`src/rtl/cpu_pkg.sv`:
```
// cpu_pkg
// Shared definitions for the 8-bit CPU control path: sequencer state
// encoding, opcode values, the instruction field layout and the
// branch-offset sign-extension helper used by the next-PC adder.
package cpu_pkg;

    localparam int WORD_W   = 8;
    localparam int BR_OFF_W = 6;

    // Sequencer state encoding (3-bit, visible on the debug port).
    typedef enum logic [2:0] {
        ST_IDLE   = 3'd0,
        ST_FETCH  = 3'd1,
        ST_DECODE = 3'd2,
        ST_EXEC   = 3'd3,
        ST_MEM    = 3'd4,
        ST_WB     = 3'd5
    } state_t;

    typedef enum logic [1:0] {
        OP_ALU   = 2'b00,
        OP_LOAD  = 2'b01,
        OP_STORE = 2'b10,
        OP_BRZ   = 2'b11
    } op_t;

    // Instruction layout: op[7:6] ra[5:4] rb[3:2] func[1:0].
    // BRZ reuses ra/rb/func together as a signed 6-bit offset.
    typedef struct packed {
        op_t        op;
        logic [1:0] ra;
        logic [1:0] rb;
        logic [1:0] func;
    } instr_t;

    function automatic logic [WORD_W-1:0] sext_off(input logic [BR_OFF_W-1:0] off);
        return {{(WORD_W-BR_OFF_W){off[BR_OFF_W-1]}}, off};
    endfunction

endpackage

```
`src/rtl/cpu_sequencer_if.sv`:
```
// cpu_sequencer_if
// Single shared memory port with a ready handshake.
//   mem_req    request (held until mem_ready)
//   mem_we     write qualifier for mem_req
//   mem_addr   request address
//   mem_ready  memory completes the request this cycle
//   mem_rdata  read data, valid with mem_ready
// master: the sequencer; slave: the memory.
interface cpu_sequencer_if;
    import cpu_pkg::*;

    logic              mem_req;
    logic              mem_we;
    logic [WORD_W-1:0] mem_addr;
    logic              mem_ready;
    logic [WORD_W-1:0] mem_rdata;

    modport master (
        output mem_req,
        output mem_we,
        output mem_addr,
        input  mem_ready,
        input  mem_rdata
    );

    modport slave (
        input  mem_req,
        input  mem_we,
        input  mem_addr,
        output mem_ready,
        output mem_rdata
    );

endinterface

```
`src/rtl/cpu_sequencer_pc_next.sv`:
```
// cpu_sequencer_pc_next
// Next-PC adder: pc + 1 for sequential fetch, or pc + sign-extended
// 6-bit offset for a taken branch. Wraps modulo 256.
//   pc       current program counter
//   offset   BRZ offset field
//   branch   1 = add offset, 0 = increment
//   pc_nxt   resulting program counter
module cpu_sequencer_pc_next
    import cpu_pkg::*;
(
    input  logic [WORD_W-1:0]   pc,
    input  logic [BR_OFF_W-1:0] offset,
    input  logic                branch,
    output logic [WORD_W-1:0]   pc_nxt
);

    assign pc_nxt = pc + (branch ? sext_off(offset) : WORD_W'(1));

endmodule

```
`src/rtl/cpu_sequencer.sv`:
```
// cpu_sequencer
// Multi-cycle instruction sequencer: owns pc, ir and the zero flag and
// steps each instruction through fetch/decode/execute/memory/writeback
// over one shared memory port.
//   clk, rst     system clock, async active-high reset
//   run          level enable, sampled in IDLE and at completion
//   data_addr    load/store address from the datapath
//   alu_zero     ALU zero result, valid in EXEC
//   bus          memory port (master side)
//   ir, pc       instruction register, program counter
//   alu_en       ALU result capture strobe
//   reg_write    register-file write strobe
//   mem_to_reg   writeback source: 1 = memory, 0 = ALU
//   instr_done   pulse on the last cycle of each instruction
//   state        current FSM state (debug)
//
// state  | meaning
// IDLE   | stopped, waiting for run
// FETCH  | read instruction at pc, hold until mem_ready
// DECODE | one cycle for the datapath to decode ir
// EXEC   | ALU capture / branch resolve / route to MEM
// MEM    | data access at data_addr, hold until mem_ready
// WB     | register-file write, ALU or memory source
module cpu_sequencer
    import cpu_pkg::*;
#(
    parameter logic [WORD_W-1:0] PC_RESET = 8'h00
)(
    input  logic              clk,
    input  logic              rst,
    input  logic              run,
    input  logic [WORD_W-1:0] data_addr,
    input  logic              alu_zero,
    cpu_sequencer_if.master   bus,
    output logic [WORD_W-1:0] ir,
    output logic [WORD_W-1:0] pc,
    output logic              alu_en,
    output logic              reg_write,
    output logic              mem_to_reg,
    output logic              instr_done,
    output logic [2:0]        state
);

    state_t            state_q, state_d;
    instr_t            ir_q;
    logic [WORD_W-1:0] pc_q;
    logic [WORD_W-1:0] pc_nxt;
    logic              zero_flag;
    logic              ir_load;
    logic              pc_load;
    logic              pc_branch;
    logic              zf_load;
    state_t            done_next;

    assign ir    = ir_q;
    assign pc    = pc_q;
    assign state = state_q;

    // Completion is the only point besides IDLE where run is looked at.
    assign done_next = run ? ST_FETCH : ST_IDLE;

    cpu_sequencer_pc_next u_pc_next (
        .pc     (pc_q),
        .offset ({ir_q.ra, ir_q.rb, ir_q.func}),
        .branch (pc_branch),
        .pc_nxt (pc_nxt)
    );

    always_ff @(posedge clk or posedge rst) begin
        if (rst) begin
            state_q   <= ST_IDLE;
            pc_q      <= PC_RESET;
            ir_q      <= '0;
            zero_flag <= 1'b0;
        end else begin
            state_q <= state_d;
            if (ir_load)
                ir_q <= instr_t'(bus.mem_rdata);
            if (pc_load)
                pc_q <= pc_nxt;
            if (zf_load)
                zero_flag <= alu_zero;
        end
    end

    always_comb begin
        state_d      = state_q;
        bus.mem_req  = 1'b0;
        bus.mem_we   = 1'b0;
        bus.mem_addr = '0;
        alu_en       = 1'b0;
        reg_write    = 1'b0;
        mem_to_reg   = 1'b0;
        instr_done   = 1'b0;
        ir_load      = 1'b0;
        pc_load      = 1'b0;
        pc_branch    = 1'b0;
        zf_load      = 1'b0;

        case (state_q)
            ST_IDLE: begin
                if (run)
                    state_d = ST_FETCH;
            end
            ST_FETCH: begin
                bus.mem_req  = 1'b1;
                bus.mem_addr = pc_q;
                if (bus.mem_ready) begin
                    ir_load = 1'b1;
                    pc_load = 1'b1;
                    state_d = ST_DECODE;
                end
            end
            ST_DECODE: begin
                state_d = ST_EXEC;
            end
            ST_EXEC: begin
                case (ir_q.op)
                    OP_ALU: begin
                        alu_en  = 1'b1;
                        zf_load = 1'b1;
                        state_d = ST_WB;
                    end
                    OP_LOAD, OP_STORE: begin
                        state_d = ST_MEM;
                    end
                    default: begin
                        // BRZ: pc already points past the branch.
                        pc_branch  = 1'b1;
                        pc_load    = zero_flag;
                        instr_done = 1'b1;
                        state_d    = done_next;
                    end
                endcase
            end
            ST_MEM: begin
                bus.mem_req  = 1'b1;
                bus.mem_addr = data_addr;
                bus.mem_we   = (ir_q.op == OP_STORE);
                if (bus.mem_ready) begin
                    if (ir_q.op == OP_STORE) begin
                        instr_done = 1'b1;
                        state_d    = done_next;
                    end else begin
                        state_d = ST_WB;
                    end
                end
            end
            ST_WB: begin
                reg_write  = 1'b1;
                mem_to_reg = (ir_q.op == OP_LOAD);
                instr_done = 1'b1;
                state_d    = done_next;
            end
            default: begin
                state_d = ST_IDLE;
            end
        endcase
    end

endmodule

```
`src/flat_wrapper.sv`:
```
// flat-port wrapper written by rule: the top's interface ports become plain ports
module cpu_sequencer_flat import cpu_pkg::*;
#(
    parameter logic [WORD_W-1:0] PC_RESET = 8'h00
)
  (clk, rst, run, data_addr, alu_zero, ir, pc, alu_en, reg_write, mem_to_reg, instr_done, state, bus_mem_req, bus_mem_we, bus_mem_addr, bus_mem_ready, bus_mem_rdata);
  cpu_sequencer_if bus_i ();
  input  logic clk;
  input  logic rst;
  input  logic run;
  input  logic [WORD_W-1:0] data_addr;
  input  logic alu_zero;
  output logic [WORD_W-1:0] ir;
  output logic [WORD_W-1:0] pc;
  output logic alu_en;
  output logic reg_write;
  output logic mem_to_reg;
  output logic instr_done;
  output logic [2:0] state;
  output wire logic [$bits(bus_i.mem_req)-1:0] bus_mem_req;
  output wire logic [$bits(bus_i.mem_we)-1:0] bus_mem_we;
  output wire logic [$bits(bus_i.mem_addr)-1:0] bus_mem_addr;
  input wire logic [$bits(bus_i.mem_ready)-1:0] bus_mem_ready;
  input wire logic [$bits(bus_i.mem_rdata)-1:0] bus_mem_rdata;
  assign bus_mem_req = bus_i.mem_req;
  assign bus_mem_we = bus_i.mem_we;
  assign bus_mem_addr = bus_i.mem_addr;
  assign bus_i.mem_ready = bus_mem_ready;
  assign bus_i.mem_rdata = bus_mem_rdata;
  cpu_sequencer #(.PC_RESET(PC_RESET)) u_core (.clk(clk), .rst(rst), .run(run), .data_addr(data_addr), .alu_zero(alu_zero), .bus(bus_i), .ir(ir), .pc(pc), .alu_en(alu_en), .reg_write(reg_write), .mem_to_reg(mem_to_reg), .instr_done(instr_done), .state(state));
endmodule
```
`config.mk`:
```
export PLATFORM = sky130hd
export DESIGN_NAME = cpu_sequencer_flat
export DESIGN_NICKNAME = d
export VERILOG_FILES = /design/src/rtl/cpu_pkg.sv /design/src/rtl/cpu_sequencer_if.sv /design/src/rtl/cpu_sequencer_pc_next.sv /design/src/rtl/cpu_sequencer.sv /design/src/flat_wrapper.sv
export SDC_FILE = /design/constraint.sdc
export NUM_CORES = 1
export LEC_CHECK = 0
export CORE_UTILIZATION = 47
export DETAILED_ROUTE_END_ITERATION = 10
export GPL_TIMING_DRIVEN = 0
export PLACE_DENSITY_LB_ADDON = 0.05
export SLEW_MARGIN = 20
export SYNTH_ARGS = -nofsm -noshare
export SYNTH_HDL_FRONTEND = slang
export SYNTH_SLANG_ARGS = --single-unit
```
`constraint.sdc`:
```
create_clock -name clk -period 5.15 [get_ports clk]
set_clock_uncertainty 0.05 [all_clocks]
set_input_delay 1.03 -clock clk [delete_from_list [all_inputs] [get_ports clk]]
set_output_delay 1.03 -clock clk [all_outputs]
set_load 0.02 [all_outputs]
```
==> results.md <==
* Commonest non-fill, non-tap cell in the layout: clkdlybuf4s50_1
* Number of synthesis warnings at 0
* Final min period at 3648 ps
* Num ports at 54
* Commonest cells after routing, fill and taps aside: clkdlybuf4s50_1 (53), dfrtp_1 (20), nor2_1 (14)
* Maximum vdd ir drop at 397.4 uV
* Multi-input gate area at 789.5 sq um
* Simple-gate share of the synthesized area at 0.1980
* CP Buf/Inv Count at 2
* Mapped Cells at 142
* Setup crit end kind: primary output
* Total number of vias at 1305
* Main combinational cell family by area after synthesis: compound AO/OA/AOI/OAI gates
* Vias in the first global route at 1233
* Avg Synthesized Cell Area at 9.569 sq um
* CTS Hold Bufs at 0
* Leakage at 0.8459 nW
* CTS tree: done
* Slew at the pin closest to its max-slew limit at 788.1 ps
* Hold Slack at 465.0 ps
* Nets at 227
* TritonCTS buffer count at 3
* CP required at 4070 ps
* Tot Pwr at 0.001120 W
* Crit-path cells: clkbuf_1, nor2_1, a22oi_1, nor2_1, clkdlybuf4s50_1
* Worst hold path type: reg2reg
* CTS clk-pin slew, worst paths at 110 ps
* Core Util, Final at 0.7074
* Area Overhead vs Synth at 43.55%
* RSZ-0062 raised after global routing: false
* Status: completed
* CP max FO at 10
* Post-CTS Resized at 0
* Total GRT Usage at 0.2452
* Synth Area in Compound Gates at 0.2072
* Post-synthesis sequential area ratio at 0.3683
* Sink Count at 20
* Critical path arrival at 2570 ps
* Synth Register Bits at 20
* Total gr overflow at 0
* Initial Utilization at 0.4927
* Syn_nets at 169
* FF+latch area at 500.5 sq um
* Post-CTS setup buffer count at 0
* Synth Area in Adders at 0.06077
* Core Box Area at 2758 sq um
* Share of cells above drive strength 1 at 0.1263
* CTS max path bufs at 2
* WS Path Type: reg2out
* DRT Pass-1 Iters at 4
* H-tree depth at 1
* Setup_tns at 0 ps
* Via/cell ratio at 5.699
* CP startpoint kind: register
* PD cells at 574.3 nW/um^2
* Synth Area in XOR/XNOR at 0.02578
* Fin. max-slew vios at 0
* Port Buffers at 53
* ANT cells at 0
* Die ar. at 3110 sq um
* Cell family contributing the most delay on the critical path: buffers and inverters
* Critical Path Max Stage Delay at 620 ps
* Final Cycle Share at 0.7084
* DR iter-0 viols at 46
* Root Driver: clkbuf_4
* Remaining antenna violation count at 0
* Crit-path slowest cell: clkdlybuf4s50_1
* Clock latency on the worst-skew pair at 300 ps
* Multiplexer share of the synthesized area at 0.08932
* DR DRC count at 0
* Rel. slew slack at 0.4740
* Post-synth cell types at 43
* Antenna violations before repair at 0
* Fmax at 274.1 MHz
* GPL Wtd Cong at 0.8911
* Total Wirelength at 3488 microns
* Fill cells at 225
* Post-Synthesis Cell Area at 1359 sq um
* First-pass GRT wire length at 5954 microns
* Die Y at 55.77 microns
* Hold Vio Cnt, Final at 0
* DP HPWL at 2596 microns
* FP Rows at 19
* Final setup viols at 0
* Largest net degree at the start of global routing at 21
* Die Wd at 55.77 microns
* Routed wire per std cell at 15.23 microns
* Max-Cap Viols at 0
* Most numerous cell on the critical path: nor2_1
## kinds of logic (layout without fill, tap and decap cells)
kind of cell | Yosys count | in the layout
AOI/OAI and AO/OA | 40 | 40
xor gates and xnor gates | 4 | 4
adders and majority gates | 6 | 6
buffers and inverters | 15 | 71
DFF | 20 | 20
muxes | 11 | 11
and+or+nand+nor | 46 | 46
## through the flow
stage	std cells	setup WS (ps)	area (sq um)
final	229	1502	1951
after global routing	229	1314	1951
after CTS	229	1499	1951
after detailed placement	226	1559	1928
after global placement	226	1571	1928
after floorplan	142	2313	1359
## sequential cells by signal, indices dropped and copies added, names as in the netlist
name and flops:
u_core.ir 8, u_core.pc 8, u_core.state 3, u_core.zero_flag 1
## cell usage after synthesis
master | number | area, sq um
o21a_1 | 2 | 15.01
nand2b_1 | 1 | 6.260
a21oi_2 | 1 | 8.760
and4b_1 | 1 | 10.01
o21ai_0 | 7 | 35.03
nand3b_1 | 2 | 15.01
and3b_2 | 1 | 10.01
clkbuf_1 | 3 | 11.26
a41oi_1 | 2 | 17.52
or3_1 | 1 | 6.260
fa_1 | 1 | 20.02
o221a_2 | 1 | 11.26
xor2_1 | 2 | 17.52
nand3_1 | 3 | 15.01
buf_2 | 4 | 20.02
nor4bb_1 | 1 | 10.01
and2_1 | 3 | 18.77
a21oi_1 | 5 | 25.02
ha_1 | 5 | 62.56
nor4_1 | 1 | 6.260
a211oi_1 | 3 | 22.52
nor3_1 | 1 | 5.000
nand2_1 | 9 | 33.78
o31a_1 | 1 | 8.760
a31o_2 | 2 | 17.52
and4bb_1 | 1 | 12.51
mux2i_1 | 2 | 20.02
xnor2_1 | 2 | 17.52
mux2_2 | 9 | 101.4
buf_4 | 2 | 15.01
o21bai_1 | 3 | 22.52
o211ai_1 | 1 | 7.510
nor2b_1 | 2 | 12.51
nand4_4 | 1 | 21.27
or4_4 | 1 | 11.26
a22oi_1 | 9 | 67.56
nor2_1 | 14 | 52.55
nor3b_1 | 1 | 7.510
and3_1 | 1 | 6.260
dfrtp_1 | 20 | 500.5
a21o_1 | 3 | 22.52
and3b_1 | 1 | 8.760
inv_1 | 6 | 22.52
## power by group
part           total (W)  internal (W)  switching, W
Sequential      0.000300      0.000228     0.0000725
Clock          0.0000771     0.0000273     0.0000498
Combinational   0.000743      0.000357      0.000386
## layer usage
metal,wire (microns),global-route usage,share of wire
met1,1559,0.3338,0.45
met2,1630,0.4045,0.47
met3,243,0.04186,0.070
met4,54,0.06429,0.015
met5,0,0,0
## worst paths after layout
kind	startpoint	to	slack, ps	cells after the start
max in group asynchronous	rst	u_core.ir[5]	3450	2
worst min-delay path	u_core.pc[7]	u_core.pc[7]	470	1
worst min register to register	u_core.pc[7]	u_core.pc[7]	470	1
worst max-delay path	u_core.state[2]	bus_mem_addr[2]	1500	5
worst max register to register	u_core.ir[6]	u_core.pc[6]	2180	10
min in group asynchronous	rst	u_core.ir[7]	1110	2
## cell type report
cell class                      count  share of cell area
Sequential cell                    20              0.2566
Clock buffer                        3             0.01155
Tap cell                           31             0.01988
Buffer                              9             0.02373
Timing Repair Buffer               53              0.2720
Multi-Input combinational cell    107              0.4047
Inverter                            6             0.01155
Note: power is estimated with default switching activity, not from simulation.
==> RTL edit, RTL diff (same settings) <==
Reset style: synchronous (`rst`), changed in one clocked block. Comments in the files are not updated.
--- a/src/rtl/cpu_sequencer.sv
+++ b/src/rtl/cpu_sequencer.sv
@@ -68,3 +68,3 @@
 
-    always_ff @(posedge clk or posedge rst) begin
+    always_ff @(posedge clk) begin
         if (rst) begin
Check against the original RTL: differs if rst is asserted again (counterexample within 4 cycles, from zero or initial values and one cycle with rst high); with rst held inactive, the same outputs for 10 cycles.
==> RTL edit against the unedited design <==
Routed wire length increased by 4.1%; sequential share of layout area decreased by 5.0 points; die area decreased by 1.2%; sequential cell count unchanged; worst setup slack got worse by 0.041 ns; design area decreased by 0.83%; fmax decreased by 1.1%; area after synthesis decreased by 1.2%.
Power is left out: it rests on default switching activity, and per cell area and clock period it moved more than threefold.
==> RTL edit: results (changes against the unedited design) <==
share of layout cells above drive strength 1 = 7.556% (-5.1 points)
CP Launch Point = u_core.state[0]$_SDFFE_PP0P_
delay-heaviest family, CP = buffers and inverters
met1 GRT Util = 30.75% (-2.6 points)
Syn Inst Count = 169 (+19%)
All-Layer GR Usage = 24.12% (-0.39 points)
Hold Path End = u_core.ir[1]$_SDFFE_PP0P_
M2 GR Usage = 40.10% (-0.34 points)
slowest stage cell, crit path = clkdlybuf4s50_1
ranking of synthesized cells by area = dfxtp_1 30%, nor2_1 7.0%, nand2_1 6.4%
Via Count = 1470 (+13%)
Min-Delay Path Depth = 2 (+1)
clock latency on the worst-skew pair = 0.30 ns (about the same)
max incr delay on CP = 0.64 ns (+0.02 ns)
nets@finish = 254 (+12%)
largest net degree at the start of global routing = 11 (-48%)
post_cts resized = 0 (unchanged)
Metal-1 WL = 1626 um (+4.3%)
worst r2r src = u_core.state[2]$_SDFFE_PP0P_
worst hold path startpoint = u_core.ir[1]$_SDFFE_PP0P_
RePlAce Congestion = 0.8364 (-6.1%)
top cells by count, synth = 25 x nor2_1, 23 x nand2_1, 20 x dfxtp_1, 12 x a21oi_1, 8 x a22oi_1
Top Metal Used = met4
DR iter-0 viols = 48 (+4.3%)
crit path capture = bus_mem_addr[3]
Ys Warns = 0 (unchanged)
Rel. slew slack = 46.14% (-1.3 points)
status = completed
Crit path arrival time = 2.61 ns (+0.04 ns)
Seq/Total Area, Yosys = 29.82% (-7.0 points)
Post CTS Setup Buffer Count = 0 (unchanged)
GR Util met3 = 3.279% (-0.91 points)
first-pass GRT wire length = 5927 um (-0.45%)
Critical R2R Capture = u_core.pc[6]$_SDFFE_PP0P_
met2 routed WL = 1789 um (+9.8%)
input/output buffers = 53 (unchanged)
flop-to-flop setup slack = 2.18 ns (about the same)
Clock transition at path regs = 0.11 ns (about the same)
Reg2Reg Depth = 12 (+2)
synth unique cells = 48 (+12%)
Async SR Flop Fraction = 0% (-100 points)
final WL = 3631 um (+4.1%)
syn nets = 196 (+16%)
DP HPWL = 2768 um (+6.6%)
WL met3 = 145 um (-40%)
per-cell routed wire length = 14.18 um (-6.9%)
vias in the first global route = 1318 (+6.9%)
-- RTL edit: changes by cell type in the layout (fill, tap and decap cells not counted), moves of 7 or more --
| cell | change |
|---|---|
| a21oi_1 | +7 |
| dfrtp_1 | -20 |
| nor2_1 | +11 |
| nand2_1 | +14 |
| mux2_2 | -8 |
| dfxtp_1 | +20 |
-- RTL edit: cell type report --
| type | instances | area [um2] |
|---|---|---|
| multi-input cells | 136 | 874.6 |
| fillers | 236 | 799.5 |
| repair buffers | 53 | 530.5 |
| flip-flops and latches | 20 | 400.4 |
| plain buffers | 9 | 52.55 |
| well taps | 31 | 38.79 |
| clock buffers | 3 | 22.52 |
| inverters | 4 | 15.01 |
-- RTL edit: tightest hold or removal path, stage by stage (launching register included) --
cell	delay, ns
dfxtp_1	0.34
nand2_1	0.06
a21oi_1	0.05
-- RTL edit: kinds of logic (layout without fill, tap and decap cells) --
| family | count (synthesis) | in the layout | share of synthesized area (%) |
|---|---|---|---|
| multiplexers | 10 | 10 | 7.735 |
| adder cells (fa/ha/maj) | 6 | 6 | 6.151 |
| buffers and inverters | 13 | 69 | 5.032 |
| AND/OR/NAND/NOR | 77 | 77 | 29.54 |
| XOR/XNOR | 2 | 2 | 1.305 |
| flip-flops | 20 | 20 | 29.82 |
| AO/OA/AOI/OAI | 41 | 41 | 20.41 |
-- RTL edit: metrics by stage --
step | cell area (um2) | setup WS, ns | hold WS (ns)
after floorplan | 1343 | 2.356 | 0.4102
after global placement | 1912 | 1.651 | 0.4136
after detailed placement | 1912 | 1.630 | 0.4203
after CTS | 1934 | 1.493 | 0.4361
after global routing | 1934 | 1.315 | 0.4651
final | 1934 | 1.461 | 0.4380
